## config.mk

```make
export PLATFORM = sky130hd
export DESIGN_NAME = pattern_scan_ctrl
export DESIGN_NICKNAME = d
export VERILOG_FILES = /design/src/rtl/pattern_scan_pkg.sv /design/src/rtl/pattern_match_core.sv /design/src/rtl/pattern_scan_ctrl.sv
export SDC_FILE = /design/constraint.sdc
export NUM_CORES = 1
export LEC_CHECK = 0
export ABC_AREA = 1
export CORE_ASPECT_RATIO = 1.1
export CORE_MARGIN = 2
export CORE_UTILIZATION = 50
export DETAILED_ROUTE_END_ITERATION = 7
export PLACE_DENSITY_LB_ADDON = 0.1
export SLEW_MARGIN = 10
export SYNTH_ARGS = -nofsm -noshare
export SYNTH_HDL_FRONTEND = slang
export SYNTH_SLANG_ARGS = --single-unit
```

## constraint.sdc

```tcl
create_clock -name clk -period 2.1 [get_ports clk]
set_input_delay 0.525 -clock clk [delete_from_list [all_inputs] [get_ports clk]]
set_output_delay 0.525 -clock clk [all_outputs]
set_load 0.01 [all_outputs]
```

## src/rtl/pattern_scan_pkg.sv

```systemverilog
// Shared types, default sizes and width helper for the pattern scan controller.
// Latency: n/a (declarations only).
// Backpressure: n/a (declarations only).
package pattern_scan_pkg;

    typedef enum logic [1:0] {
        IDLE       = 2'd0,
        CONFIGURED = 2'd1,
        SCAN       = 2'd2,
        DONE       = 2'd3
    } scan_state_t;

    typedef enum logic {
        WAIT  = 1'b0,
        MATCH = 1'b1
    } match_state_t;

    localparam int PAT_W_DEF = 8;
    localparam int CNT_W_DEF = 8;
    localparam int WIN_W_DEF = 16;

    // Width needed to hold a pattern length from 0 up to pat_w inclusive.
    function automatic int len_w_f(input int pat_w);
        return $clog2(pat_w + 1);
    endfunction

endpackage

```

## src/rtl/pattern_match_core.sv

```systemverilog
// Moore serial pattern detector: shift register, bits-seen counter, masked compare.
// Latency: match_evt is combinational on the completing bit; hit is high the cycle after it.
// Backpressure: none; a bit is consumed on every cycle with en high.
module pattern_match_core
    import pattern_scan_pkg::*;
#(
    parameter int PAT_W = PAT_W_DEF,
    parameter int LEN_W = len_w_f(PAT_W)
) (
    input  logic             clk,
    input  logic             reset,
    input  logic             clr,
    input  logic             en,
    input  logic             bit_in,
    input  logic [PAT_W-1:0] pattern,
    input  logic [LEN_W-1:0] len,
    input  logic             overlap,
    output logic             hit,
    output logic             match_evt
);

    logic [PAT_W-1:0] shift_q;
    logic [PAT_W-1:0] shift_nxt;
    logic [PAT_W-1:0] mask;
    logic [LEN_W-1:0] bits_q;
    logic [LEN_W-1:0] bits_nxt;
    match_state_t     mstate_q;
    match_state_t     mstate_d;

    // Candidate shift/count after taking bit_in, compare mask, and the Moore next state.
    always_comb begin
        mask      = '0;
        shift_nxt = {shift_q[PAT_W-2:0], bit_in};
        bits_nxt  = (bits_q >= len) ? bits_q : bits_q + 1'b1;
        for (int i = 0; i < PAT_W; i++) begin
            mask[i] = (i < int'(len));
        end
        match_evt = en && (len != '0) && (bits_nxt == len) &&
                    (((shift_nxt ^ pattern) & mask) == '0);
        mstate_d  = WAIT;
        if (!clr && match_evt) begin
            mstate_d = MATCH;
        end
    end

    assign hit = (mstate_q == MATCH);

    // Shift register and bits-seen history; non-overlapping mode restarts the count after a hit.
    always_ff @(posedge clk or negedge reset) begin
        if (!reset) begin
            shift_q  <= '0;
            bits_q   <= '0;
            mstate_q <= WAIT;
        end else begin
            mstate_q <= mstate_d;
            if (clr) begin
                shift_q <= '0;
                bits_q  <= '0;
            end else if (en) begin
                shift_q <= shift_nxt;
                bits_q  <= (match_evt && !overlap) ? '0 : bits_nxt;
            end
        end
    end

endmodule

```

## src/rtl/pattern_scan_ctrl.sv

```systemverilog
// Configures, arms and sequences a serial pattern scan over a fixed or unlimited window.
// Latency: config/start take effect next cycle; hit/done appear the cycle after the bit.
// Backpressure: cfg_ready low outside IDLE/CONFIGURED; PSC_HIT_LOG_EN adds first_hit_pos.
module pattern_scan_ctrl
    import pattern_scan_pkg::*;
#(
    parameter int PAT_W = PAT_W_DEF,
    parameter int CNT_W = CNT_W_DEF,
    parameter int WIN_W = WIN_W_DEF,
    parameter int LEN_W = len_w_f(PAT_W)  // derived; leave at default
) (
    input  logic             clk,
    input  logic             reset,
    input  logic             cfg_valid,
    output logic             cfg_ready,
    input  logic [PAT_W-1:0] cfg_pattern,
    input  logic [LEN_W-1:0] cfg_len,
    input  logic [WIN_W-1:0] cfg_window,
    input  logic             cfg_overlap,
    output logic             cfg_err,
    input  logic             start,
    input  logic             abort,
    input  logic             in,
    input  logic             in_valid,
    output logic             busy,
    output logic             hit,
    output logic [CNT_W-1:0] match_count,
    output logic             done,
    output logic [WIN_W-1:0] first_hit_pos
);

    scan_state_t      state_q;
    scan_state_t      state_d;
    logic [PAT_W-1:0] pat_q;
    logic [LEN_W-1:0] len_q;
    logic [WIN_W-1:0] win_q;
    logic             ovl_q;
    logic             err_q;
    logic [CNT_W-1:0] cnt_q;
    logic [WIN_W-1:0] win_cnt_q;
    logic [WIN_W-1:0] win_cnt_nxt;
    logic             cfg_acc;
    logic             scan_start;
    logic             bit_acc;
    logic             win_done;
    logic             match_evt;

    assign cfg_ready   = (state_q == IDLE) || (state_q == CONFIGURED);
    assign cfg_acc     = cfg_valid && cfg_ready;
    // A config offered together with start wins; start is dropped.
    assign scan_start  = (state_q == CONFIGURED) && start && !cfg_acc && !err_q;
    // Abort discards the bit sampled on the same edge.
    assign bit_acc     = (state_q == SCAN) && in_valid && !abort;
    assign win_cnt_nxt = win_cnt_q + 1'b1;
    assign win_done    = bit_acc && (win_q != '0) && (win_cnt_nxt == win_q);

    assign busy        = (state_q == SCAN);
    assign done        = (state_q == DONE);
    assign cfg_err     = err_q;
    assign match_count = cnt_q;

    // Controller next state; abort has priority over window completion.
    always_comb begin
        state_d = state_q;
        case (state_q)
            IDLE:       if (cfg_acc) state_d = CONFIGURED;
            CONFIGURED: if (scan_start) state_d = SCAN;
            SCAN: begin
                if (abort)         state_d = CONFIGURED;
                else if (win_done) state_d = DONE;
            end
            DONE:       state_d = CONFIGURED;
            default:    state_d = IDLE;
        endcase
    end

    // State, configuration registers and scan counters.
    always_ff @(posedge clk or negedge reset) begin
        if (!reset) begin
            state_q   <= IDLE;
            pat_q     <= '0;
            len_q     <= '0;
            win_q     <= '0;
            ovl_q     <= 1'b0;
            err_q     <= 1'b0;
            cnt_q     <= '0;
            win_cnt_q <= '0;
        end else begin
            state_q <= state_d;
            if (cfg_acc) begin
                pat_q <= cfg_pattern;
                len_q <= cfg_len;
                win_q <= cfg_window;
                ovl_q <= cfg_overlap;
                err_q <= (cfg_len == '0) || (int'(cfg_len) > PAT_W);
            end
            if (scan_start) begin
                cnt_q     <= '0;
                win_cnt_q <= '0;
            end else begin
                if (match_evt && (cnt_q != '1)) cnt_q <= cnt_q + 1'b1;
                if (bit_acc) win_cnt_q <= win_cnt_nxt;
            end
        end
    end

    pattern_match_core #(
        .PAT_W (PAT_W),
        .LEN_W (LEN_W)
    ) u_core (
        .clk       (clk),
        .reset     (reset),
        .clr       (scan_start),
        .en        (bit_acc),
        .bit_in    (in),
        .pattern   (pat_q),
        .len       (len_q),
        .overlap   (ovl_q),
        .hit       (hit),
        .match_evt (match_evt)
    );

`ifdef PSC_HIT_LOG_EN
    logic [WIN_W-1:0] first_hit_q;

    // Capture the 1-based index of the completing bit of the first hit in this scan.
    always_ff @(posedge clk or negedge reset) begin
        if (!reset) begin
            first_hit_q <= '0;
        end else if (scan_start) begin
            first_hit_q <= '0;
        end else if (match_evt && (cnt_q == '0)) begin
            first_hit_q <= win_cnt_nxt;
        end
    end

    assign first_hit_pos = first_hit_q;
`else
    assign first_hit_pos = '0;
`endif

endmodule
```

Word level (Yosys, flattened, before mapping)
Index checks and enable logic that the tools add are counted.
{"block": "totals", "ff_bits": 68, "inputBits": 36, "wordCells": 80}
{"block": "op_classes", "addsub": 3, "n_lt_le_gt_ge": 10, "n_eq_ne": 9, "n_mux": 16, "n_bitwise": 2, "reduce_logical": 29}
{"cell": "$mux 16", "count": 2}
{"cell": "$add 16x1->16 const B", "count": 1}
{"cell": "$eq 16x16->1", "count": 1}
{"cell": "$lt 3x4->1 const A", "count": 4}
{"cell": "$mux 4", "count": 4}
{"cell": "$mux 8", "count": 2}
{"cell": "$reduce_bool 16->1", "count": 1}
{"cell": "$logic_and 1x1->1", "count": 14}
{"cell": "$mux 7", "count": 2}
{"cell": "$add 8x1->8 const B", "count": 1}
{"cell": "$and 8x8->8", "count": 1}
{"cell": "$logic_not 8->1", "count": 1}
{"cell": "$lt 1x4->1 const A", "count": 2}
{"cell": "$lt 2x4->1 const A", "count": 2}
{"cell": "$mux 2", "count": 4}
{"cell": "$ne 8x8->1 const B", "count": 1}
{"cell": "$pmux 2 s4", "count": 1}
{"cell": "$xor 8x8->8", "count": 1}
{"cell": "$logic_not 1->1", "count": 5}
{"cell": "$add 4x1->4 const B", "count": 1}
{"cell": "$eq 2x2->1 const B", "count": 2}
{"cell": "$eq 4x4->1", "count": 1}
{"cell": "$ge 4x4->1", "count": 1}
{"cell": "$gt 4x4->1 const B", "count": 1}
{"cell": "11 further kinds", "count": 13}

Depth between registers and ports, before layout
{"block": "logic_depth", "depth_word": 10, "mapped_depth": 18, "depth_no_buf": 18}

Modules after synthesis
A second synthesis with hierarchy kept.
{"block": "hier_totals", "cells_unflattened": 587, "hier_area_um2": 4315.4}
{"mod": "pattern_scan_ctrl", "instances": 1, "cells_each": 426, "area_each_um2": 3209.3, "seq_area_each_um2": 1401.3}
{"mod": "pattern_match_core", "instances": 1, "cells_each": 161, "area_each_um2": 1106.1, "seq_area_each_um2": 300.3}

Least setup slack after synthesis
No wires, ideal clock.
{"block": "synth_path", "path_type": "reg2reg", "from": "reg state_q[1]", "to": "reg u_core.bits_q[0]", "setup_time_ns": 0.121, "arrival_ns": 1.847, "t_required_ns": 1.979, "setup_slack_ns": 0.132, "stages_incl_launch_ff": 15, "path_buffers": 1, "synth_period_minus_slack_ns": 1.968, "cell_sequence": "dfrtp_1 > inv_1 > ha_1 > or2_1 > nand2_2 > inv_2 > nor2_4 > nand3_4 > inv_4 > nor2_4 > inv_2 > buf_6 > nor2_1 > nand2_1 > o21ai_1"}
{"block": "synth_via", "word_cells_on_any_way": 19}
{"item": "start, declared", "line": "pattern_scan_ctrl.sv:32", "rtl": "scan_state_t state_q;"}
{"item": "start signal, assigned", "line": "pattern_scan_ctrl.sv:89", "rtl": "state_q <= state_d;"}
{"item": "$eq 2x1->1 or $logic_not 2->1 (tied branches)", "line": "pattern_scan_ctrl.sv:48", "rtl": "assign cfg_ready = (state_q == IDLE) || (state_q == CONFIGURED);"}
{"item": "$logic_or 1x1->1 (*)", "line": "pattern_scan_ctrl.sv:48"}
{"item": "named net cfg_ready", "line": "pattern_scan_ctrl.sv:15", "rtl": "output logic cfg_ready,"}
{"item": "$logic_and 1x1->1 (*)", "line": "pattern_scan_ctrl.sv:49", "rtl": "assign cfg_acc = cfg_valid && cfg_ready;"}
{"item": "$logic_not 1->1 (*)", "line": "pattern_scan_ctrl.sv:51", "rtl": "assign scan_start = (state_q == CONFIGURED) && start && !cfg_acc && !err_q;"}
{"item": "$logic_and 1x1->1 (*) (2 in a row)", "line": "pattern_scan_ctrl.sv:51"}
{"item": "$mux 4 or $reduce_bool 2->1 (tied branches)"}
{"item": "end signal, assigned", "line": "pattern_match_core.sv:61", "rtl": "bits_q <= (match_evt && !overlap) ? '0 : bits_nxt;"}
{"item": "end, declared", "line": "pattern_match_core.sv:25", "rtl": "logic [LEN_W-1:0] bits_q;"}
Mark *: on every way through the listed nets, which the timed path passes. The rest lies on a longest branch. The select of a mux whose other input is x is not followed.
A chain may end at the register's enable or synchronous reset.

Worst setup path in the final report
{"block": "layout_path", "from": "reg len_q[0]", "to": "reg u_core.bits_q[0]"}
{"block": "layout_via", "elab_chain_cells": 9, "word_cells_on_any_way": 21}
{"item": "start, declared", "line": "pattern_scan_ctrl.sv:35", "rtl": "logic [LEN_W-1:0] len_q;"}
{"item": "start signal, assigned", "line": "pattern_scan_ctrl.sv:92", "rtl": "len_q <= cfg_len;"}
{"item": "$ge 4x4->1", "line": "pattern_match_core.sv:34", "rtl": "bits_nxt = (bits_q >= len) ? bits_q : bits_q + 1'b1;"}
{"item": "$mux 4", "line": "pattern_match_core.sv:34"}
{"item": "$eq 4x4->1", "line": "pattern_match_core.sv:38", "rtl": "match_evt = en && (len != '0) && (bits_nxt == len) &&"}
{"item": "$logic_and 1x1->1 (2 in a row)", "line": "pattern_match_core.sv:38"}
{"item": "$logic_and 1x1->1", "line": "pattern_match_core.sv:61"}
{"item": "$mux 4 (*)", "line": "pattern_match_core.sv:61"}
{"item": "$mux 4 (*)", "line": "pattern_match_core.sv:59", "rtl": "end else if (en) begin"}
{"item": "$mux 4 (*)", "line": "pattern_match_core.sv:56", "rtl": "if (clr) begin"}
Mark *: on every way between the ends. The rest lies on a longest branch, timed or not. The select of a mux whose other input is x is not followed.

==> flow_metrics.py <==
metrics = {
    "logic_synthesis": {
        "post-synth-top-count-cell": "sky130_fd_sc_hd__nand2_1",
        "synth-edff-count": 0,
        "synth_largest_type_area_fraction": 0.407,
        "synth_top_flop_cell": "sky130_fd_sc_hd__dfrtp_1",
        "leading_post_synthesis_cells_by_cell_area": "sky130_fd_sc_hd__dfrtp_1 (41%), sky130_fd_sc_hd__nand2_1 (17%), sky130_fd_sc_hd__nand3_1 (5.8%)",
        "synthTopCellsByCount": "sky130_fd_sc_hd__nand2_1 (186), sky130_fd_sc_hd__dfrtp_1 (68), sky130_fd_sc_hd__inv_1 (57), sky130_fd_sc_hd__nand3_1 (48), sky130_fd_sc_hd__nor2_1 (37)",
        "synthesis.area_per_instance_sq_um": 7.41,
        "synth_seq_area_share": 0.407,
        "synthesis.yosys.warnings": 0,
        "async_reset_ff_frac": 1.00,
        "netlist.top_cell.by_area": "sky130_fd_sc_hd__dfrtp_1",
        "netlist_area_sq_um": 4180,
        "ys_types": 38,
        "syn-instance-count": 564,
        "synth_seq_cells": 68,
    },
    "final_layout": {
        "layout.nets": 692,
        "fin_area_sq_um": 5340,
        "n_antenna_cell": 0,
        "post-route-util": 0.668,
        "final_cells": 757,
        "area_delta_synth_final_pct": 27.8,
        "final_layout_size_suffix_gt1_frac": 0.169,
    },
    "clock_tree": {
        "cts_inserted_buffers": 9,
        "cts_tree": "done",
        "htreeDepth": 3,
        "clk_pin_slew_ps": 80,
        "cts-root-buf": "sky130_fd_sc_hd__clkbuf_8",
        "clk-insertion-delay-late_ps": 350,
        "ctsHoldBuffers": 0,
        "clockBufferDepth": 2,
        "clkSinkCount": 68,
    },
    "sta": {
        "hold_slack_ps": 148,
        "hold_viol_final": 0,
        "slew_viol_final": 0,
        "clock_skew_ps": 9.46,
        "timing.final.setup_violations": 0,
        "timing.fmax_mhz": 484,
        "min_period_ps": 2070,
        "postLayoutSetupSlackWorst_ps": 33.1,
        "final.setup.tns_ps": 0,
        "min_period_over_period": 0.984,
        "grt_setup_unrepaired": "true",
    },
    "global_routing": {
        "groute.layer.met3.usage": 0.0405,
        "antenna_found_initial": 0,
        "grt_pass1_vias": 3818,
        "grt_max_degree": 69,
        "grt_overflow_total": 0,
        "grt_use_met1": 0.263,
        "globalRoute.busiestLayer": "met2",
        "grtUsageMet2": 0.438,
        "globalRouteTotalUtil": 0.231,
        "global_route_wire_length_before_repair_um": 16800,
    },
    "power_and_ir_drop": {
        "design_power_total_mw": 7.42,
        "total_switching_power_mw": 3.14,
        "swShare": 0.423,
        "combinational_power_share": 0.488,
        "internal-power_mw": 4.29,
        "power.clock.fraction": 0.198,
        "power-per-cell-area_nw_per_um2": 1390,
        "max-vdd-ir-drop_mv": 0.638,
        "power.share.sequential": 0.314,
        "power.leakage_nw": 2.57,
    },
    "critical_path": {
        "worstRegToRegCells": 16,
        "critical-path-top-cell-by-count": "sky130_fd_sc_hd__nand2_1",
        "worst_ep_required_time_ps": 2340,
        "crit_slowest_cell": "sky130_fd_sc_hd__dfrtp_1",
        "setup.worst_path.class": "reg2reg",
        "start_kind": "register",
        "crit_buf_inv": 2,
        "critical-path-max-stage-delay_ps": 420,
        "cpLargestDelayFamily": "simple AND/OR/NAND/NOR gates",
        "path_max_fanout": 5,
        "critPathLaunch": "len_q[0]",
        "regToRegEndpoint": "u_core.bits_q[0]",
        "worst_setup_path_end_kind": "register",
        "timing.critical_path.cells": "ha_4, inv_2, nand2_1, nand2_1, nand2_1, nand2_1, nand2_2, inv_2, nand2_1, nand2_1, nand2_1, nand2_1, nor2_4, nand4_1, nand2_1, o21ai_1",
        "timing.rr.start": "len_q[0]",
        "setup.reg_to_reg.worst_slack_ps": 30,
        "worstPathArrival_ps": 2310,
    },
    "detailed_routing": {
        "first_pass_iters": 4,
        "detail_route.wl_per_cell_um": 13.3,
        "drtIter0Drc": 196,
        "route.final.wire_length_um": 10100,
        "post-route-drc-count": 0,
        "postRouteAntennaNets": 0,
        "vias_per_cell": 5.15,
        "routed-via-count": 3897,
    },
    "floorplan": {
        "initial_core_util": 0.522,
        "die_y_um": 99.9,
        "fp.dieArea_sq_um": 9100,
        "ioPinCount": 65,
        "die_w_um": 91.2,
        "number_of_core_rows": 34,
        "fp.coreArea_sq_um": 8000,
    },
    "job": {
        "maxCapViolCount": 0,
    },
    "run_status": {
        "result_of_the_run": "finished, final reports clean",
    },
    "place": {
        "gpl.final_weighted_congestion": 0.856,
        "detailed_place_hpwl_um": 7340,
        "cell_area_after_placement_sq_um": 4900,
        "dp.cells": 736,
        "io_buffer_count": 48,
        "dp_slack_ps": -208,
    },
    "min_path": {
        "min_path_type": "in2async",
    },
}
==> how the worst max path moves through the flow <==
stage                                  end  slack (ps)  cells after the start
after floorplan           u_core.bits_q[0]         130                     14
after global placement      match_count[5]        -150                     12
after detailed placement    match_count[6]        -210                     12
after CTS                             done          10                      3
after global routing      u_core.bits_q[0]        -200                     16
final                     u_core.bits_q[0]          30                     16
==> state kept, by name, summed over array words and instances, names as in the netlist, 2 cells and up <==
register        flops
win_cnt_q          16
u_core.bits_q       4
win_q              16
match_count         8
state_q             2
pat_q               8
len_q               4
u_core.shift_q      7
==> routing by layer <==
metal / up-vias / wire (um)
met5: - / 0
met1: 1838 / 4080
li1: 1944 / -
met2: 92 / 5410
met4: 0 / 217
met3: 23 / 390
==> power groups by stage <==
| stage | logic [mW] | clock network [mW] | registers, mW |
|---|---|---|---|
| floorplan | 2.27 | 0 | 2.25 |
| global placement | 3.23 | 0 | 2.32 |
| detailed placement | 3.32 | 0 | 2.34 |
| CTS | 3.48 | 1.49 | 2.31 |
| global route | 4.10 | 1.55 | 2.40 |
| finish | 3.62 | 1.47 | 2.33 |
==> cell usage in the layout, fill, tap and decap left out, drive strengths merged, types with 2 or more instances in the layout <==
| master | count |
|---|---|
| nand2 | 195 |
| dfrtp | 68 |
| inv | 64 |
| nand3 | 51 |
| nor2 | 47 |
| clkdlybuf4s50 | 44 |
| o21ai | 33 |
| buf | 32 |
| o22ai | 17 |
| conb | 16 |
| ha | 12 |
| xnor2 | 10 |
| clkbuf | 10 |
| nand4 | 9 |
| xor2 | 8 |
| a21oi | 7 |
| nor3 | 6 |
| bufinv | 4 |
| or2 | 4 |
| o21bai | 2 |
| clkinvlp | 2 |
| clkinv | 2 |
==> cell type report <==
| type | instances | area, sq um |
|---|---|---|
| Multi-Input combinational cell | 420 | 2240 |
| Sequential cell | 68 | 1700 |
| Timing Repair Buffer | 79 | 738 |
| Clock buffer | 10 | 138 |
| Tap cell | 108 | 135 |
| Inverter | 66 | 251 |
| Clock inverter | 6 | 135 |
| Fill cell | 718 | 2660 |
==> what timing repair did <==
item	CTS	global route
resized for setup	7	33
endpoints found under the setup margin	14	28
buffers inserted	2	1
gates cloned	1	1
pin swaps	0	19
==> kinds of logic (layout without fill, tap and decap cells) <==
kind of cell / count (synthesis) / count (layout) / share of synthesized area
AOI/OAI and AO/OA: 61 / 61 / 0.0833
DFF: 68 / 68 / 0.407
xor gates and xnor gates: 18 / 18 / 0.0377
adders and majority gates: 12 / 12 / 0.0359
other: 1 / 16 / 0.000898
buffers and inverters: 93 / 161 / 0.102
and+or+nand+nor: 311 / 313 / 0.332
Power figures use the tool's default switching activity.
==> RTL edit 1: new RTL, same flow settings <==
Change the package constant `WIN_W_DEF` from 16 to 24.
--- a/src/rtl/pattern_scan_pkg.sv
+++ b/src/rtl/pattern_scan_pkg.sv
@@ -18,5 +18,5 @@
     localparam int PAT_W_DEF = 8;
     localparam int CNT_W_DEF = 8;
-    localparam int WIN_W_DEF = 16;
+    localparam int WIN_W_DEF = 24;
 
     // Width needed to hold a pattern length from 0 up to pat_w inclusive.
Ports: changed (resized cfg_window and first_hit_pos); port bits go from 65 to 81. No check against the original RTL was run, so the function may have changed too.
==> RTL edit 1 against the original RTL <==
- the run now ends with negative setup slack left
- combinational power up 24%
- worst setup slack got worse by 180 ps
- cell count up 33%
- via count grew 33%
- total power increased by 23%
- final area up 31%
- die area increased by 25%
- synthesized cell count increased by 31%
- area after synthesis increased by 26%
- first-iteration DRC count grew 41%
- routed wire length increased by 40%
- critical path depth increased by 2
- sequential cell count up 16
- sequential share of layout area down 1.7 points
- critical path type unchanged
==> RTL edit 1: results (changes against the original RTL) <==
Parameter                              Value

Placement
  Routability cong.    0.931 (was 0.856)
  Half-perimeter wire length after placement    9770 um (was 7340 um)
  Total placed cells including tap cells    965 (was 736)
  I/O Buffers    56 (was 48)
  Cell area reported after detailed placement    6200 um^2 (was 4900 um^2)

Yosys
  Syn_area_per_cell    7.13 um^2 (was 7.41 um^2)
  Sequential area share after synthesis    40.0% (was 40.7%)
  Most common library cells after synthesis    246 x sky130_fd_sc_hd__nand2_1, 84 x sky130_fd_sc_hd__dfrtp_1, 84 x sky130_fd_sc_hd__inv_1 (was 186 x sky130_fd_sc_hd__nand2_1, 68 x sky130_fd_sc_hd__dfrtp_1, 57 x sky130_fd_sc_hd__inv_1)
  Register bit total from synthesis    84 (was 68)
  Largest cells by area after synthesis    sky130_fd_sc_hd__dfrtp_1 40%, sky130_fd_sc_hd__nand2_1 18%, sky130_fd_sc_hd__nand3_1 6.1% (was sky130_fd_sc_hd__dfrtp_1 41%, sky130_fd_sc_hd__nand2_1 17%, sky130_fd_sc_hd__nand3_1 5.8%)

Route
  Via count    5179 (was 3897)
  Routed wire per std cell    14.1 um (was 13.3 um)

Run status
  Outcome    finished with violations (was completed)
  Failing checks    negative setup slack

Final layout
  Count of nets after finishing    913 (was 692)
  Largest registers ranked by flip-flop count    win_cnt_q: 24 flops, win_q: 24 flops (was win_cnt_q: 16 flops, win_q: 16 flops)
  Non-filler instance count after layout    1004 (was 757)
  Layout fillers    856 (was 718)
  Share of post-route cells with drive strength above 1    18.1% (was 16.9%)

Global routing
  Pin count of the biggest net entering global routing    85 (was 69)
  Via count of the first global-routing pass    5026 (was 3818)

Clocking
  Clock-pin transition on the worst setup and hold timing paths    60 ps (was 80 ps)
  CTS Root Buffer Type    sky130_fd_sc_hd__clkbuf_16 (was sky130_fd_sc_hd__clkbuf_8)

Worst setup path
  Largest fanout on the critical path    8 (was 5)
  Worst r2r path cells    18 (was 16)
  Crit path arrival time    2530 ps (was 2310 ps)
  Cell with the largest stage delay on the worst path    sky130_fd_sc_hd__dfrtp_1 (unchanged)

STA
  Slack of the critical path    -145 ps (was 33.1 ps)
  Worst clock skew on the final layout    6.45 ps (was 9.46 ps)
  Final Setup Violations    14 (was 0)
  Total negative slack for setup checks    -1380 ps (was 0 ps)
  WHS    215 ps (was 148 ps)

Power and ir drop
  Power spent charging and discharging nets    3.78 mW (was 3.14 mW)
  VDD IR max    0.649 mV (was 0.638 mV)
  Leak Pwr    3.45 nW (was 2.57 nW)
==> RTL edit 1: logic make-up (layout without fill, tap and decap cells) <==
family	Yosys count	in the layout	share of synthesized area (%)
and+or+nand+nor	414	414	33.4
buffers and inverters	127	227	11.0
DFF	84	84	40.0
AOI/OAI and AO/OA	74	74	7.87
xor gates and xnor gates	26	26	4.85
adders and majority gates	12	12	2.85
other	1	24	0.0713
==> RTL edit 1: worst max path at each step <==
stage                    start              to  slack, ps  depth (start not counted)
floorplan           state_q[1]   win_cnt_q[10]         10                         13
global placement      in_valid      state_q[1]       -200                         17
detailed placement    in_valid      state_q[1]       -280                         17
CTS                   len_q[0]  match_count[2]        -90                         18
global route          len_q[3]  match_count[1]       -330                         15
finish                len_q[0]  match_count[1]       -150                         18
==> RTL edit 1: area by class of cell <==
cell class                      count  area (um^2)  area share [%]
Multi-Input combinational cell    550         2900            41.7
Sequential cell                    84         2100            30.2
Timing Repair Buffer              123         1130            16.3
Inverter                           89          342            4.90
Clock buffer                       10          229            3.29
Tap cell                          143          179            2.57
Clock inverter                      5         77.6            1.11
==> RTL edit 1: power groups by stage <==
stage / sequential [mW] / combinational (mW) / clock, mW
6_report: 2.93 / 4.50 / 1.68
5_1_grt: 3.01 / 5.02 / 1.78
4_1_cts: 2.90 / 4.09 / 1.71
3_5_place_dp: 2.90 / 3.69 / 0
3_3_place_gp: 2.90 / 3.59 / 0
2_1_floorplan: 2.78 / 2.50 / 0
==> RTL edit 1: repair_timing <==
item | in CTS | in global routing
buffers inserted | 11 | 12
endpoints found under the setup margin | 17 | 33
resized for setup | 37 | 43
gates cloned | 0 | 1
pin swaps | 29 | 36
==> RTL edit 1: stage by stage <==
stage	setup slack (ps)	power, mW
after global routing	-327	9.82
after CTS	-85.0	8.71
after global placement	-200	6.49
after floorplan	14.5	5.29
final	-145	9.12
after detailed placement	-276	6.59
==> RTL edit 1: metal layers <==
| metal | GRT usage [%] | vias to the layer above | wire length (um) |
|---|---|---|---|
| li1 | - | 2547 | - |
| met1 | 32.1 | 2447 | 5890 |
| met2 | 42.7 | 151 | 7180 |
| met3 | 5.34 | 34 | 656 |
| met4 | 10.5 | 0 | 420 |
| met5 | 0 | - | 0 |
==> RTL edit 2: new RTL, same flow settings <==
Made on the original files. Register the output `match_count` once more, cleared by the reset; this adds one clock of latency there. The other outputs are not delayed to match.
--- a/src/rtl/pattern_scan_ctrl.sv
+++ b/src/rtl/pattern_scan_ctrl.sv
@@ -58,5 +58,11 @@
     assign done        = (state_q == DONE);
     assign cfg_err     = err_q;
-    assign match_count = cnt_q;
+    always_ff @(posedge clk or negedge reset) begin
+        if (!reset) begin
+            match_count <= '0;
+        end else begin
+            match_count <= cnt_q;
+        end
+    end
 
     // Controller next state; abort has priority over window completion.
Formal check against the unedited RTL: not equivalent (Yosys sat finds a counterexample within 4 cycles, from zero or initial values and one cycle with reset low).
==> RTL edit 2 against the original RTL <==
- the flow now finishes with violations (negative setup slack)
- fmax decreased by 4.5%
- first-iteration DRC count down 1.0%
- die area grew 9.2%
- sequential share of layout area rose by 1.1 points
- worst setup slack worse by 97 ps
- non-clock buffer count rose by 8
- sequential cell count increased by 8
- via count is 2.3% higher
- clock skew rose by 6.9 ps
- routed wire length is 8.4% higher
- area after synthesis up 9.6%
- final area is 7.9% higher
- total power rose by 12%
- critical endpoint is now u_core.bits_q[3]
- largest power group unchanged
==> RTL edit 2: results (changes against the original RTL) <==
Parameter                              Value

STA
  Slack of the critical path    -63.8 ps (was 33.1 ps)
  Final Setup Violations    12 (was 0)
  Worst clock skew on the final layout    16.4 ps (was 9.46 ps)

Global routing
  GR met3 Demand/Resource    3.99% (was 4.05%)
  Pin count of the biggest net entering global routing    36 (was 69)
  Global-route wire length before repair    17800 um (was 16800 um)
  Via count of the first global-routing pass    3909 (was 3818)

Worst setup path
  Reg-to-reg critical path endpoint    u_core.bits_q[3] (was u_core.bits_q[0])
  Startpoint of the worst-slack reg-to-reg timing path    u_core.bits_q[0] (was len_q[0])
  End point of the critical path    u_core.bits_q[3] (was u_core.bits_q[0])
  Largest fanout on the critical path    4 (was 5)
  Crit path arrival time    2420 ps (was 2310 ps)

Route
  Met2 routed WL    5600 um (was 5410 um)
  Length of routed met3 wiring    396 um (was 390 um)
  Routed wire per std cell    13.9 um (was 13.3 um)
  Detailed-route wire length on metal 1    4680 um (was 4080 um)
  Drt first-iter violations    194 (was 196)
  Via density per instance    5.07 (was 5.15)

Placement
  Half-perimeter wire length after placement    7840 um (was 7340 um)
  Total placed cells including tap cells    758 (was 736)
  Cell area reported after detailed placement    5290 um^2 (was 4900 um^2)
  Worst slack after detailed placement    -178 ps (was -208 ps)

Yosys
  Count of distinct cell types in the synthesized netlist    46 (was 38)
  Most common library cells after synthesis    190 x sky130_fd_sc_hd__nand2_1, 76 x sky130_fd_sc_hd__dfrtp_1, 56 x sky130_fd_sc_hd__inv_1 (was 186 x sky130_fd_sc_hd__nand2_1, 68 x sky130_fd_sc_hd__dfrtp_1, 57 x sky130_fd_sc_hd__inv_1)
  Adder-cell area share of the yosys netlist    3.28% (was 3.59%)
  Cells after synthesis    582 (was 564)
  Synth Area in XOR/XNOR    5.38% (was 3.77%)

Run status
  Outcome    finished with violations (was completed)
  Failing checks    negative setup slack

Power and ir drop
  Internal Pwr Total    4.61 mW (was 4.29 mW)
  VDD IR max    0.693 mV (was 0.638 mV)
  Leak Pwr    2.77 nW (was 2.57 nW)
  Total power per unit cell area    1440 nW/um^2 (was 1390 nW/um^2)
  Power in sequential cells    2.55 mW (was 2.33 mW)

Final layout
  Share of post-route cells with drive strength above 1    20.8% (was 16.9%)
RTL edit 2: cell count changes after synthesis, moves of 4 or more:
cell,change
sky130_fd_sc_hd__dfrtp_1,+8
sky130_fd_sc_hd__nor2_2,+5
sky130_fd_sc_hd__nand2_4,+4
sky130_fd_sc_hd__nand2_2,-4
sky130_fd_sc_hd__nor2_1,-7
sky130_fd_sc_hd__nand2_1,+4
sky130_fd_sc_hd__o21ai_0,-4
RTL edit 2: per-stage QoR:
step	hold slack (ps)	setup TNS [ps]
floorplan	229	0
global placement	420	-1680
detailed placement	428	-2080
CTS	91.2	0
global route	105	-2520
finish	83.3	-388
RTL edit 2: timing repair:
action,in CTS,in global routing
gates cloned,1,0
hold buffers,0,0
setup endpoints to repair,14,16
pin swaps,9,20
buffers inserted,3,8
gates resized for setup,24,27
RTL edit 2: area by class of cell:
class                   count  area [um^2]
multi-input cells         428         2450
fillers                   774         3110
repair buffers             87          805
clock inverters             6         63.8
well taps                 114          143
inverters                  65          256
flip-flops and latches     76         1900
clock buffers              10          138
